<file path="config.mk">
export PLATFORM = sky130hd
export DESIGN_NAME = tdm_demux_1x4
export DESIGN_NICKNAME = d
export VERILOG_FILES = /design/src/rtl/tdm_demux_1x4.sv
export SDC_FILE = /design/constraint.sdc
export NUM_CORES = 1
export LEC_CHECK = 0
export BUFFER_PORTS_ARGS = -buffer_cell sky130_fd_sc_hd__buf_2
export CORE_ASPECT_RATIO = 1.4
export CORE_MARGIN = 5
export CORE_UTILIZATION = 55
export DETAILED_ROUTE_END_ITERATION = 12
export PLACE_DENSITY = 0.77
export SKIP_CTS_REPAIR_TIMING = 1
export SLEW_MARGIN = 25
export SYNTH_ARGS = -nofsm -noshare
export SYNTH_HDL_FRONTEND = slang
export SYNTH_SLANG_ARGS = --single-unit
</file>
<file path="constraint.sdc">
create_clock -name clk -period 3.19 [get_ports clk]
set_input_delay 0.319 -clock clk [delete_from_list [all_inputs] [get_ports clk]]
set_output_delay 0.319 -clock clk [all_outputs]
set_load 0.02 [all_outputs]
</file>
<file path="src/rtl/tdm_demux_1x4.sv">
`default_nettype none
// ============================================================================
// Module   : tdm_demux_1x4
// Brief    : Receive side of a 4-channel bit-serial TDM link. Locks onto the
//            frame-sync marker, deserialises four WIDTH-bit slots per frame
//            and presents them in parallel once per frame.
// Revision : 1.0 - initial release
// ============================================================================
module tdm_demux_1x4 #(
  parameter int WIDTH = 8  // must be >= 2
) (
  input  logic                 clk,
  input  logic                 rst,
  input  logic                 sin,
  input  logic                 sin_en,
  input  logic                 fsync,
  output logic [4*WIDTH-1:0]   dout,
  output logic                 dout_valid,
  output logic [1:0]           sel,
  output logic                 locked,
  output logic                 sync_err
);

  localparam int               c_BW       = (WIDTH > 1) ? $clog2(WIDTH) : 1;
  localparam logic [c_BW-1:0]  c_BIT_LAST = c_BW'(WIDTH - 1);
  localparam logic [c_BW-1:0]  c_BIT_ONE  = c_BW'(1);

  typedef enum logic [0:0] {
    ST_HUNT = 1'b0,
    ST_RUN  = 1'b1
  } state_t;

  state_t                    r_state;
  logic [1:0]                r_slot_idx;
  logic [c_BW-1:0]           r_bit_idx;
  logic [3:0][WIDTH-1:0]     r_slot;
  logic [4*WIDTH-1:0]        r_dout;
  logic                      r_valid;
  logic                      r_err;

  logic                      w_first;
  logic                      w_last;
  logic                      w_store;
  logic [1:0]                w_dst;
  logic [WIDTH-1:0]          w_shift;
  logic [3:0][WIDTH-1:0]     w_frame;

  // fcnt is kept as {slot index, in-slot bit index} so no divider is needed.
  assign w_first = (r_slot_idx == 2'd0) && (r_bit_idx == '0);
  assign w_last  = (r_slot_idx == 2'd3) && (r_bit_idx == c_BIT_LAST);

  // A bit lands in a slot when it opens a frame or continues a locked one.
  assign w_store = sin_en && (fsync || ((r_state == ST_RUN) && !w_first));
  assign w_dst   = fsync ? 2'd0 : r_slot_idx;
  assign w_shift = {r_slot[w_dst][WIDTH-2:0], sin};

  always_comb begin
    w_frame    = r_slot;
    w_frame[3] = w_shift;
  end

  always_ff @(posedge clk) begin
    if (w_store) begin
      r_slot[w_dst] <= w_shift;
    end
  end

  always_ff @(posedge clk) begin
    if (rst) begin
      r_state    <= ST_HUNT;
      r_slot_idx <= 2'd0;
      r_bit_idx  <= '0;
      r_dout     <= '0;
      r_valid    <= 1'b0;
      r_err      <= 1'b0;
    end else begin
      r_valid <= 1'b0;
      r_err   <= 1'b0;
      if (sin_en) begin
        case (r_state)
          ST_HUNT: begin
            if (fsync) begin
              r_state    <= ST_RUN;
              r_slot_idx <= 2'd0;
              r_bit_idx  <= c_BIT_ONE;
            end
          end
          default: begin
            if (fsync) begin
              // Sync anywhere but bit 0 abandons the partial frame.
              r_err      <= !w_first;
              r_slot_idx <= 2'd0;
              r_bit_idx  <= c_BIT_ONE;
            end else if (w_first) begin
              r_err   <= 1'b1;
              r_state <= ST_HUNT;
            end else begin
              if (r_bit_idx == c_BIT_LAST) begin
                r_bit_idx  <= '0;
                r_slot_idx <= r_slot_idx + 2'd1;
              end else begin
                r_bit_idx  <= r_bit_idx + c_BIT_ONE;
              end
              if (w_last) begin
                r_dout  <= w_frame;
                r_valid <= 1'b1;
              end
            end
          end
        endcase
      end
    end
  end

  assign dout       = r_dout;
  assign dout_valid = r_valid;
  assign sel        = r_slot_idx;
  assign locked     = (r_state == ST_RUN);
  assign sync_err   = r_err;

endmodule
`default_nettype wire

</file>
==> impl_metrics.tcl, run 1 <==
set metrics [dict create \
    outcome "complete, no violations" \
    path_cells "inv_1, ha_1, nand3b_1, ha_1, and4_1, buf_12, a21oi_1, a311oi_1" \
    grt_antenna_before_repair 0 \
    synth_adder_area_share_pct 3.00 \
    fp.dieH_microns 96.1 \
    required_ns 3.43 \
    synthArstFlopShare_pct 0 \
    relSlewSlack_pct 50.8 \
    drt-initial-drc-count 244 \
    root_buffer "clkbuf_8" \
    syn-num-nets 283 \
    worstHoldStart "sin" \
    max_stage_delay_ns 0.67 \
    multi_input_area_sq_mm 0.00105 \
    min_period_ns 2.63 \
    ctsLongestPathBuffers 2 \
    grt_pass1_vias 2135 \
    syn-cell-area_sq_mm 0.00292 \
    dp.final_hpwl_mm 4.67 \
    synth_area_leaders "edfxtp_1 (32%), dfxtp_1 (27%), a21oi_1 (6.2%)" \
    crit_fanout 19 \
    drtPass1Iterations 4 \
    synth_area_leader_cell "edfxtp_1" \
    synth_cell_types 40 \
    yosysTopAreaCellShare_pct 31.9 \
    via_per_inst 5.91 \
    drtAntennaViolNets 0 \
    routed_wl_mm 6.62 \
    crit_path_frequent_cell "ha_1" \
    die_area_sq_mm 0.00688 \
    regArea_sq_mm 0.00173 \
    met3WireLength_microns 399 \
    p_leak_nw 1.25 \
    cp-end-kind "register" \
    route.met2.wl_mm 3.42 \
    h-tree-depth 3 \
    start_kind "register" \
    synthCells 271 \
    finalHoldViolCount 0 \
    fin_crit_sh_pct 82.5 \
    io_pins 42 \
    ir_worst_vdd_uv 311 \
    critPathTopFamily "simple AND/OR/NAND/NOR gates" \
    setup_viol 0 \
    routedWlPerCell_microns 17.5 \
    powerDensity_mw_per_mm2 509 \
    clkTransAtPathRegs_ns 0.08 \
    die_w_microns 71.5 \
    synth_xor_xnor_area_share_pct 0 \
    r2r_setup_slack_ns 0.56 \
    antenna_cells 0 \
    dp_cells 363 \
    vias 2240 \
    drive_above_1_share_pct 22.7 \
    cts_tree "yes" \
    synth_top_family_by_area "compound AO/OA/AOI/OAI gates" \
    slowest_stage "dfxtp_1" \
    start_util_pct 56.5 \
    rsz0062_at_grt "no" \
    grt_pass1_wl_mm 10.8 \
    fill_cells 409 \
    max_freq_mhz 380 \
    tns_ns 0 \
    avgSynthCellArea_sq_um 10.8 \
    worstSetupStartpoint "sel[0]$_SDFFE_PP0P_" \
    core_sq_mm 0.00516 \
    worstSetupEndpoint "dout[28]$_SDFFE_PP0P_" \
    final_max_slew_viol_count 0 \
    crit_type "reg -> reg" \
    port_buffers 41 \
    synth_edf_count 31 \
    synth_most_common_cell "dfxtp_1" \
    rr_startpoint "sel[0]$_SDFFE_PP0P_" \
    hold_class "in -> reg" \
    yosysSeqAreaShare_pct 59.4 \
    drc 0 \
    overflow 0 \
    ys_warn_count 0 \
    nNetsFinal 320 \
    drv_cap 0 \
    grt_use_total_pct 20.7 \
    grt_max_degree 42 \
    finalClockSkew_ns 0.0131 \
    fp-row-count 31 \
    place.gp.congestion 0.895 \
    synth_top_flop_cell "dfxtp_1" \
    ys_top_cells_by_count "dfxtp_1 (40), a21oi_1 (36), edfxtp_1 (31), o21ai_0 (28), nand3_1 (26)" \
    wl_met1_mm 2.58 \
    synth_compound_gate_area_share_pct 17.2 \
    crit_buf_inv 2 \
    ys_ff_latch 71 \
    cp_data_arrival_time_ns 2.87 \
    cp.depth 8 \
    r2r-end "dout[28]$_SDFFE_PP0P_" \
    reg2reg_depth 8 \
    clk_latency_ns 0.34 \
    top_layer_used "met4" \
    synth.area.mux_share_pct 2.27 \
    area_delta_synth_final_pct 15.2 \
    instances_no_fill 379 \
    synthSimpleGateAreaFrac_pct 13.6 \
    tightest_slew_ns 0.738 \
    numCtsBuffers 9 \
    cts.sinks 71 \
]
==> cells in the final DEF, fill, tap and decap left out, drive strengths merged, types with 4 or more instances in the layout <==
master	instances
nand3	26
inv	8
edfxtp	31
a311oi	8
mux2	5
a21oi	36
dfxtp	40
o21ai	28
nand4	4
buf	47
clkbuf	13
a22oi	7
nand2	15
ha	7
nor2b	5
nor3	4
==> registers in the layout (all words and copies together) (netlist names) <==
signal / count
dout: 32
dout_valid: 1
locked: 1
r_bit_idx: 3
r_slot: 31
sel: 2
sync_err: 1
==> worst min path at each step <==
stage	slack, ns	cells past startpoint	endpoint
final	0.24	1	r_slot[0]$_DFFE_PP_
after floorplan	0.42	0	r_slot[0]$_DFFE_PP_
after global routing	0.24	1	r_slot[0]$_DFFE_PP_
after global placement	0.46	2	dout[18]$_SDFFE_PP0P_
after CTS	0.24	1	r_slot[0]$_DFFE_PP_
after detailed placement	0.46	2	dout[1]$_SDFFE_PP0P_
==> worst reg2reg max path: cells and delay by family (launching register included) <==
family          cells  cell delay (ns)
simple gates        2             0.72
compound gates      2             0.32
flops               1             0.67
buf+inv             2             0.39
fa+ha+maj           2             0.43
==> power breakdown <==
part / leakage [nW] / switching (mW) / internal (mW) / total (mW)
Clock: 0.0983 / 0.327 / 0.370 / 0.697
Combinational: 0.549 / 0.0382 / 0.0143 / 0.0525
Sequential: 0.604 / 0.00700 / 0.953 / 0.960
Total: 1.25 / 0.372 / 1.34 / 1.71
==> area by class of cell <==
| class | instances | area share (%) |
|---|---|---|
| clock buffer | 13 | 5.33 |
| timing repair buffer | 47 | 7.82 |
| clock inverter | 3 | 0.708 |
| multi-input combinational | 172 | 31.4 |
| inverter | 7 | 0.782 |
| sequential | 71 | 51.5 |
| tap | 66 | 2.46 |
==> per-stage QoR <==
step / setup WS (ns) / cell area (sq um) / util, % / hold WS, ns / power (mW)
CTS: 0.600 / 3360 / 65.1 / 0.244 / 1.72
floorplan: 0.594 / 2920 / - / 0.418 / 1.01
global placement: 0.770 / 3160 / 61.2 / 0.459 / 1.03
detailed placement: 0.623 / 3160 / 61.2 / 0.464 / 1.03
finish: 0.559 / 3360 / 65.1 / 0.243 / 1.71
global route: 0.352 / 3360 / 65.1 / 0.243 / 1.78
==> metal layers <==
layer | up-vias | global-route usage, %
met2 | 86 | 36.0
li1 | 1079 | -
met4 | 0 | 10.5
met5 | - | 0
met3 | 20 | 4.70
met1 | 1055 | 23.6
==> kinds of logic after synthesis <==
family	Yosys count
DFF	71
AOI/OAI and AO/OA	87
adders and majority gates	7
and+or+nand+nor	72
muxes	6
buffers and inverters	28
No activity file was read; power rests on OpenSTA's default activity.
==> run 2, diff against run 1 <==
CORE_UTILIZATION = 51   (was 55)
PLACE_DENSITY = 0.75   (was 0.77)
clock period = 2.15 ns   (was 3.19 ns; I/O delays follow)
==> run 2 against run 1 <==
Compared with the run above: core utilization decreased by 3.1 points; count of clock-buffer cells in the layout decreased by 4; register-to-register slack worse by 0.41 ns; combinational power increased by 63%; via count is 2.5% lower; clock power is 46% higher; non-clock buffer count rose by 6; fmax increased by 32%; sequential share of layout area decreased by 0.87 points.
==> impl_metrics.tcl, run 2 (synthesis gave the netlist of run 1 again) <==
set metrics [dict create \
    outcome "complete, no violations" \
    routedWlPerCell_microns 17.1 \
    largest_reg_flops 32 \
    port_buffers 41 \
    route.met2.wl_mm 3.29 \
    required_ns 2.16 \
    die_w_microns 73.9 \
    cp_data_arrival_time_ns 2.00 \
    crit_fanout 8 \
    dpl-instance-area_sq_mm 0.00324 \
    clkTransAtPathRegs_ns 0.08 \
    start_util_pct 52.8 \
    finalClockSkew_ns 0.00734 \
    rsz0062_at_grt "no" \
    core_sq_mm 0.00553 \
    nNetsFinal 326 \
    dp.final_hpwl_mm 4.74 \
    tns_ns 0 \
    wl_met1_mm 2.71 \
    cts.sinks 71 \
    multi_input_area_sq_mm 0.00109 \
    hold_path_end "r_slot[0]$_DFFE_PP_" \
    place.gp.congestion 0.811 \
    vias 2184 \
    dp_cells 371 \
    drt-initial-drc-count 179 \
    antenna_cells 0 \
    area_delta_synth_final_pct 17.6 \
    final_util_pct 62.0 \
    via_per_inst 5.66 \
    setup_viol 0 \
    power_mw 2.53 \
    reg2reg_depth 6 \
    drc 0 \
    fp-row-count 32 \
    powerDensity_mw_per_mm2 737 \
    fp.dieH_microns 99.5 \
    h-tree-depth 3 \
    final_cell_mix "buf_2 (41), dfxtp_1 (38), a21oi_1 (36), edfxtp_1 (31), o21ai_0 (28)" \
    fill_cells 474 \
    grt_max_degree 27 \
    crit_type "reg -> reg" \
    fin_ws_ns 0.153 \
    tightest_slew_ns 0.546 \
    cts_tree "yes" \
    final_max_slew_viol_count 0 \
    met3WireLength_microns 380 \
    hold_slack_ns 0.104 \
    overflow 0 \
    hold_depth 1 \
    r2r-end "r_slot[15]$_DFFE_PP_" \
    top_layer_used "met4" \
    relSlewSlack_pct 63.6 \
    die_area_sq_mm 0.00735 \
    root_buffer "clkbuf_8" \
    start_kind "register" \
    worstHoldStart "sin" \
    ir_worst_vdd_uv 437 \
    drv_cap 0 \
    drtPass1Iterations 4 \
    hold_class "in -> reg" \
    cp-end-kind "register" \
    drtAntennaViolNets 0 \
    ctsLongestPathBuffers 2 \
    finalHoldViolCount 0 \
    final_area_sq_mm 0.00343 \
    grt_use_total_pct 19.6 \
    instances_no_fill 386 \
    regArea_sq_mm 0.00174 \
    routed_wl_mm 6.59 \
    final_common_cell "buf_2" \
    numCtsBuffers 9 \
    rr_startpoint "sel[0]$_SDFFE_PP0P_" \
    r2r_setup_slack_ns 0.15 \
    pre_cts_slack_ns 0.133 \
    grt_pass1_wl_mm 10.9 \
    min_period_ns 2.00 \
    drive_above_1_share_pct 26.7 \
    max_freq_mhz 501 \
    io_pins 42 \
    fin_crit_sh_pct 92.9 \
    p_leak_nw 1.30 \
    grt_pass1_vias 2172 \
    clk_latency_ns 0.35 \
    grt_antenna_before_repair 0 \
]
-- run 2: changes by cell type in the layout (fill, tap and decap cells not counted), sizes merged --
cell    change
buf         +6
clkbuf      -4
clkinv      +3
bufinv      +1
inv         -1
-- run 2: cell type report --
cell class              instances  area share (%)
well taps                      68            2.48
multi-input cells             172            31.9
clock inverters                 6            1.79
repair buffers                 53            8.62
clock buffers                   9            3.61
flip-flops and latches         71            50.7
inverters                       7           0.876
-- run 2: per-layer routing --
metal / vias up / GRT usage (%)
li1: 1097 / -
met1: 1011 / 22.7
met2: 60 / 32.1
met3: 16 / 5.36
met4: 0 / 10.9
met5: - / 0
-- run 2: worst max-delay path by stage --
stage	depth (start not counted)	slack, ns	to	startpoint
final	6	0.15	r_slot[15]$_DFFE_PP_	sel[0]$_SDFFE_PP0P_
after detailed placement	6	0.13	r_slot[14]$_DFFE_PP_	sel[0]$_SDFFE_PP0P_
after global routing	8	0.02	dout[29]$_SDFFE_PP0P_	r_bit_idx[0]$_SDFFE_PP0P_
after CTS	6	0.13	r_slot[10]$_DFFE_PP_	sel[0]$_SDFFE_PP0P_
after global placement	6	0.21	r_slot[15]$_DFFE_PP_	sel[0]$_SDFFE_PP0P_
after floorplan	7	-0.007	r_slot[10]$_DFFE_PP_	sel[0]$_SDFFE_PP0P_
-- run 2: report_power, final --
| group | internal [mW] | total (mW) | switching, mW |
|---|---|---|---|
| Combinational | 0.0242 | 0.0856 | 0.0614 |
| Sequential | 1.41 | 1.42 | 0.00520 |
| Clock | 0.527 | 1.02 | 0.496 |
-- run 2: critical path: stages (launching register included) --
cell,delay (ns)
dfxtp_4,0.36
clkinvlp_4,0.08
ha_2,0.17
nand3b_1,0.18
inv_2,0.08
or3_4,0.38
nor3_4,0.41
